--- src/rtl/w_ctrl_level.sv ---
// Write-side controller of the async FIFO: write pointers, r_ptr synchroniser, level/full/afull/overflow status.
// Status updates one edge after a write; read-pointer moves reach the flags after SYNC_STAGES+1 edges; writes are ignored while full.
module w_ctrl_level #(
  parameter int ADDRESS_SIZE = 4,
  parameter int SYNC_STAGES  = 2,
  parameter int AFULL_THRESH = 12
) (
  input  logic                    w_clk,
  input  logic                    w_rst,
  input  logic                    w_en,
  input  logic                    w_ovf_clr,
  input  logic [ADDRESS_SIZE:0]   r_ptr,
  output logic [ADDRESS_SIZE:0]   w_ptr,
  output logic [ADDRESS_SIZE-1:0] w_addr,
  output logic                    w_full,
  output logic                    w_afull,
  output logic [ADDRESS_SIZE:0]   w_level,
  output logic                    w_overflow
);

  localparam logic [ADDRESS_SIZE:0] DEPTH_V = {1'b1, {ADDRESS_SIZE{1'b0}}};
  localparam logic [ADDRESS_SIZE:0] AFULL_V = (ADDRESS_SIZE+1)'(AFULL_THRESH);

  logic [ADDRESS_SIZE:0] r_bin;
  logic [ADDRESS_SIZE:0] r_gray;
  logic                  r_full;
  logic                  r_afull;
  logic [ADDRESS_SIZE:0] r_level;
  logic                  r_ovf;

  // r_ptr is asynchronous to w_clk; only the first stage may go metastable.
  (* ASYNC_REG = "TRUE" *) logic [ADDRESS_SIZE:0] r_sync0;
  logic [ADDRESS_SIZE:0] r_sync [SYNC_STAGES-1];

  logic                  w_wr_ok;
  logic [ADDRESS_SIZE:0] w_bnext;
  logic [ADDRESS_SIZE:0] w_gnext;
  logic [ADDRESS_SIZE:0] w_rq_gray;
  logic [ADDRESS_SIZE:0] w_rq_bin;
  logic [ADDRESS_SIZE:0] w_lvl_next;

  assign w_wr_ok    = w_en & ~r_full;
  assign w_bnext    = r_bin + {{ADDRESS_SIZE{1'b0}}, w_wr_ok};
  assign w_gnext    = w_bnext ^ (w_bnext >> 1);
  assign w_rq_gray  = r_sync[SYNC_STAGES-2];
  // Modular difference stays correct across pointer wraps.
  assign w_lvl_next = w_bnext - w_rq_bin;

  always_comb begin
    w_rq_bin = '0;
    for (int i = 0; i <= ADDRESS_SIZE; i++) begin
      w_rq_bin[i] = ^(w_rq_gray >> i);
    end
  end

  always_ff @(posedge w_clk) begin
    if (w_rst) begin
      r_bin   <= '0;
      r_gray  <= '0;
      r_full  <= 1'b0;
      r_afull <= 1'b0;
      r_level <= '0;
      r_ovf   <= 1'b0;
      r_sync0 <= '0;
      for (int i = 0; i < SYNC_STAGES-1; i++) begin
        r_sync[i] <= '0;
      end
    end else begin
      r_bin     <= w_bnext;
      r_gray    <= w_gnext;
      r_level   <= w_lvl_next;
      r_full    <= (w_lvl_next == DEPTH_V);
      r_afull   <= (w_lvl_next >= AFULL_V);
      // A write attempt while full beats a same-cycle clear.
      r_ovf     <= (w_en & r_full) | (r_ovf & ~w_ovf_clr);
      r_sync0   <= r_ptr;
      r_sync[0] <= r_sync0;
      for (int i = 1; i < SYNC_STAGES-1; i++) begin
        r_sync[i] <= r_sync[i-1];
      end
    end
  end

  assign w_ptr      = r_gray;
  assign w_addr     = r_bin[ADDRESS_SIZE-1:0];
  assign w_full     = r_full;
  assign w_afull    = r_afull;
  assign w_level    = r_level;
  assign w_overflow = r_ovf;

endmodule

--- config.mk ---
export PLATFORM = sky130hd
export DESIGN_NAME = w_ctrl_level
export DESIGN_NICKNAME = d
export VERILOG_FILES = /design/src/rtl/w_ctrl_level.sv
export SDC_FILE = /design/constraint.sdc
export NUM_CORES = 1
export LEC_CHECK = 0
export BUFFER_PORTS_ARGS = -buffer_cell sky130_fd_sc_hd__buf_2
export CAP_MARGIN = 40
export CORE_MARGIN = 2
export CORE_UTILIZATION = 30
export CTS_BUF_LIST = sky130_fd_sc_hd__clkbuf_4
export DETAILED_ROUTE_END_ITERATION = 10
export GPL_TIMING_DRIVEN = 1
export PLACE_DENSITY = 0.52
export SLEW_MARGIN = 20
export SYNTH_ARGS = -nofsm -noshare
export SYNTH_HDL_FRONTEND = slang
export SYNTH_SLANG_ARGS = --single-unit
export TNS_END_PERCENT = 20
--- constraint.sdc ---
create_clock -name w_clk -period 7.4 [get_ports w_clk]
set_input_delay 0.74 -clock w_clk [delete_from_list [all_inputs] [get_ports w_clk]]
set_output_delay 0.74 -clock w_clk [all_outputs]
set_load 0.01 [all_outputs]
==> impl_summary.log <==
INFO  metric yosys.area.top_type_share = around 41%
INFO  metric antenna_found_initial = 0
INFO  metric wire_length_of_the_first_global_routing_pass = 4.17 mm
INFO  metric routedWlPerCell = 11.6 um
INFO  metric fin_skew = about 0.013 ns
INFO  metric crit-reg2reg-capture = w_full$_SDFF_PP0_
INFO  metric cts_tree = yes
INFO  metric slew_viol_final = 0
INFO  metric maxCapViolations = 0
INFO  metric grt-ovfl-total = 0
INFO  metric area_growth = 15.1%
INFO  metric total_of_endpoints_with_negative_setup_slack_in_the_final_report = 0
INFO  metric maxSlewHeadroom = between 60% and 70%
INFO  metric power.density_cell_area = between 200 and 250 nW/um2
INFO  metric sum_neg_setup_slack = 0 ns
INFO  metric worst-r2r-cell-count = 10
INFO  metric synth_cells = roughly 130
INFO  metric clockBufferDepth = 2
INFO  metric critical_path_arrival = ~3.3 ns
INFO  metric route.detailed.drc = 0
INFO  metric regToRegSetupSlack = about 4.3 ns
INFO  metric io_buffer_count = 25
INFO  metric critical_path.endpoint_type = flip-flop
INFO  metric timing.fmax = approximately 0.33 GHz
INFO  metric hold_start = r_sync0[2]$_SDFF_PP0_
INFO  metric grt_pass1_vias = between 900 and 1000
INFO  metric synth.yosys.seq_area_share = 41.2%
INFO  metric fp.dieArea = about 4900 um2
INFO  metric layout_worst_path_cycle_share = between 40% and 50%
INFO  metric grt_start_max_net_pins = 27
INFO  metric cts_setup_buffers = 0
INFO  metric finalHoldViolations = 0
INFO  metric hold_path_end = r_sync[0][2]$_SDFF_PP0_
INFO  metric diodes = 0
INFO  metric rows = 24
INFO  metric yosysWarningCount = 0
INFO  metric rsz0062_at_grt = no
INFO  metric initial_utilization = 30.6%
INFO  metric synth_area_leader_cell = sky130_fd_sc_hd__dfxtp_1
INFO  metric launch_point_of_the_worst_reg_to_reg_path = r_sync[0][2]$_SDFF_PP0_
INFO  metric drt.antenna.violating_nets = 0
INFO  metric nFillCells = 460
INFO  metric route.vias.total = about 950
INFO  metric core_region_area = around 4300 um2
INFO  metric place.gp.congestion = between 0.8 and 0.9
INFO  metric min_path_cells = 1
INFO  metric place.detailed.hpwl = 1.77 mm
INFO  metric status = finished, final reports clean
INFO  metric nets = between 150 and 200
INFO  metric postSynthRegisterBits = 27
INFO  metric cts.sink_count = 27
INFO  metric whs = approximately 0.45 ns
INFO  metric critPathMaxFanout = 8
INFO  metric hold_buffers = 0
INFO  metric worst_slew_pin_slew = 0.543 ns
INFO  metric clk-insertion-delay-late = around 0.33 ns
INFO  metric critPathKind = flip-flop to flip-flop
INFO  metric cts_resized = 0
INFO  metric post_route_cells_drive_above_1_share = between 20% and 30%
INFO  metric timing.critical_path.from_type = flip-flop
INFO  metric die_width = around 70 um
INFO  metric post_synth.cell_area_avg = 10.3 um2
INFO  metric critical_path_required = between 7 and 8 ns
INFO  metric cts_root_buf = sky130_fd_sc_hd__clkbuf_4
INFO  metric lkg_pwr = about 0.00065 uW
INFO  metric global_route.usage.total = a little over a tenth
INFO  metric drt_iter0_markers = 26
INFO  metric ys_types = 42
INFO  metric synth.area.top_cells = sky130_fd_sc_hd__dfxtp_1, sky130_fd_sc_hd__nor2b_1, sky130_fd_sc_hd__xnor2_1
INFO  metric post-route-util = approximately a third
INFO  metric postRouteWirelength = between 2 and 2.5 mm
INFO  metric timing.final.crit_period = between 3 and 4 ns
INFO  metric hp-class = flip-flop to flip-flop
INFO  metric routed_via_density = ~4.6
INFO  metric clkTransAtPathRegs = ~0.15 ns
INFO  metric cts-buffers-inserted = 3
INFO  metric power.ir.vdd_worst = about 0.12 mV
INFO  metric dr.pass1.iters = 4
INFO  metric io-pin-count = 26
INFO  metric ctsHtreeMaxLevel = 1
INFO  metric post_synth_instance_area = between 1000 and 1500 um2
INFO  metric synth_nets = about 140
INFO  metric chipHeight = 70.1 um
==> registers in the layout, summed over array words and instances, names as in the netlist <==
| register | flops |
|---|---|
| w_ptr | 4 |
| r_bin | 5 |
| r_sync0 | 5 |
| w_afull | 1 |
| w_full | 1 |
| w_level | 5 |
| w_overflow | 1 |
| r_sync | 5 |
==> placed cells by master, fill, tap and decap left out, types with 2 or more instances in the layout <==
cell type,netlist,routed
sky130_fd_sc_hd__a31oi_1,2,2
sky130_fd_sc_hd__and2_1,3,3
sky130_fd_sc_hd__buf_2,1,25
sky130_fd_sc_hd__clkbuf_4,0,3
sky130_fd_sc_hd__dfxtp_1,27,27
sky130_fd_sc_hd__ha_1,4,4
sky130_fd_sc_hd__inv_1,5,5
sky130_fd_sc_hd__nand2_1,2,2
sky130_fd_sc_hd__nand2b_1,3,3
sky130_fd_sc_hd__nor2_1,14,14
sky130_fd_sc_hd__nor2b_1,15,15
sky130_fd_sc_hd__nor3_1,2,2
sky130_fd_sc_hd__o2111ai_1,2,2
sky130_fd_sc_hd__o211ai_1,3,3
sky130_fd_sc_hd__o41ai_1,2,2
sky130_fd_sc_hd__xnor2_1,9,9
sky130_fd_sc_hd__xor2_1,5,5
==> per-layer routing <==
layer	up-vias	global-route usage [%]	share of wire [%]
met5	-	0	0
met4	0	4.70	2.2
met3	6	3.17	4.6
met2	23	18.3	48
met1	431	12.0	45
li1	486	-	-
==> through the flow <==
step | std cells | power [uW] | setup WS [ns] | instance area (um2)
2_1_floorplan | 128 | 247 | 4.39 | 1310
3_3_place_gp | 200 | 274 | 4.25 | 1480
3_5_place_dp | 200 | 276 | 4.18 | 1480
4_1_cts | 204 | 341 | 4.36 | 1510
5_1_grt | 204 | 360 | 4.11 | 1510
6_report | 204 | 336 | 4.35 | 1510
==> cells by family (layout without fill, tap and decap cells) <==
group                      count (synthesis)  after routing  share of synthesized area, %
AOI/OAI and AO/OA                         21             21                          13.3
adders and majority gates                  5              5                          4.58
xor gates and xnor gates                  19             19                          18.0
and+or+nand+nor                           45             45                          19.1
muxes                                      1              1                         0.858
DFF                                       27             27                          41.2
buffers and inverters                     10             34                          2.95
==> worst max-delay path by stage <==
stage | from | end | slack, ns
2_1_floorplan | w_en | w_afull$_SDFF_PP0_ | 4.39
3_3_place_gp | w_en | w_full$_SDFF_PP0_ | 4.25
3_5_place_dp | w_en | w_afull$_SDFF_PP0_ | 4.18
4_1_cts | r_sync[0][2]$_SDFF_PP0_ | w_full$_SDFF_PP0_ | 4.36
5_1_grt | r_sync[0][2]$_SDFF_PP0_ | w_afull$_SDFF_PP0_ | 4.11
6_report | r_sync[0][2]$_SDFF_PP0_ | w_full$_SDFF_PP0_ | 4.35
==> synthesized netlist by cell type <==
cell type	count
sky130_fd_sc_hd__dfxtp_1	27
sky130_fd_sc_hd__xor2_1	5
sky130_fd_sc_hd__a2111oi_2	1
sky130_fd_sc_hd__inv_1	5
sky130_fd_sc_hd__a31oi_1	2
sky130_fd_sc_hd__o41ai_1	2
sky130_fd_sc_hd__buf_2	1
sky130_fd_sc_hd__and4_4	1
sky130_fd_sc_hd__xor2_2	1
sky130_fd_sc_hd__a211oi_1	1
sky130_fd_sc_hd__nor3_1	2
sky130_fd_sc_hd__xnor3_2	1
sky130_fd_sc_hd__maj3_1	1
sky130_fd_sc_hd__a21oi_1	1
sky130_fd_sc_hd__nand2b_1	3
sky130_fd_sc_hd__xnor3_1	1
sky130_fd_sc_hd__a221oi_1	1
sky130_fd_sc_hd__a21bo_2	1
sky130_fd_sc_hd__clkbuf_1	4
sky130_fd_sc_hd__o211ai_1	3
sky130_fd_sc_hd__nor2_1	14
sky130_fd_sc_hd__nand3_1	1
sky130_fd_sc_hd__or4_4	1
sky130_fd_sc_hd__and3_1	1
sky130_fd_sc_hd__a211o_1	1
sky130_fd_sc_hd__mux2_2	1
sky130_fd_sc_hd__xor3_1	1
sky130_fd_sc_hd__nand2_1	2
sky130_fd_sc_hd__and2_1	3
sky130_fd_sc_hd__nor2b_1	15
sky130_fd_sc_hd__nand3b_1	1
sky130_fd_sc_hd__ha_1	4
sky130_fd_sc_hd__o2111ai_1	2
sky130_fd_sc_hd__and2b_1	1
sky130_fd_sc_hd__xnor2_1	9
sky130_fd_sc_hd__o2bb2ai_1	1
sky130_fd_sc_hd__xor2_4	1
sky130_fd_sc_hd__o21ai_0	1
sky130_fd_sc_hd__o21ai_1	1
sky130_fd_sc_hd__a41oi_1	1
sky130_fd_sc_hd__a221o_1	1
sky130_fd_sc_hd__a211oi_2	1
==> critical path: stages (launching register included) <==
cell and delay, ns:
sky130_fd_sc_hd__dfxtp_1 0.49, sky130_fd_sc_hd__xnor3_2 0.54, sky130_fd_sc_hd__xor2_2 0.37, sky130_fd_sc_hd__xnor2_1 0.17
sky130_fd_sc_hd__ha_1 0.21, sky130_fd_sc_hd__inv_1 0.05, sky130_fd_sc_hd__ha_1 0.25, sky130_fd_sc_hd__inv_1 0.11
sky130_fd_sc_hd__a31oi_1 0.09, sky130_fd_sc_hd__or4_4 0.52, sky130_fd_sc_hd__a211oi_2 0.18
==> report_power, final <==
| part | internal, uW | switching (uW) | leakage, uW |
|---|---|---|---|
| Combinational | 48.1 | 57.2 | 0.000414 |
| Sequential | 161 | 6.03 | 0.000222 |
| Clock | 20.3 | 43.7 | 0.0000177 |
==> area by class of cell <==
cell class / count / area (um2) / area share, %
multi-input cells: 91 / 733 / 48.6
flip-flops and latches: 27 / 541 / 35.8
repair buffers: 25 / 125 / 8.28
well taps: 52 / 65.1 / 4.31
clock buffers: 3 / 22.5 / 1.49
inverters: 5 / 18.8 / 1.24
clock inverters: 1 / 5.00 / 0.331
(Power assumes the default switching activity.)
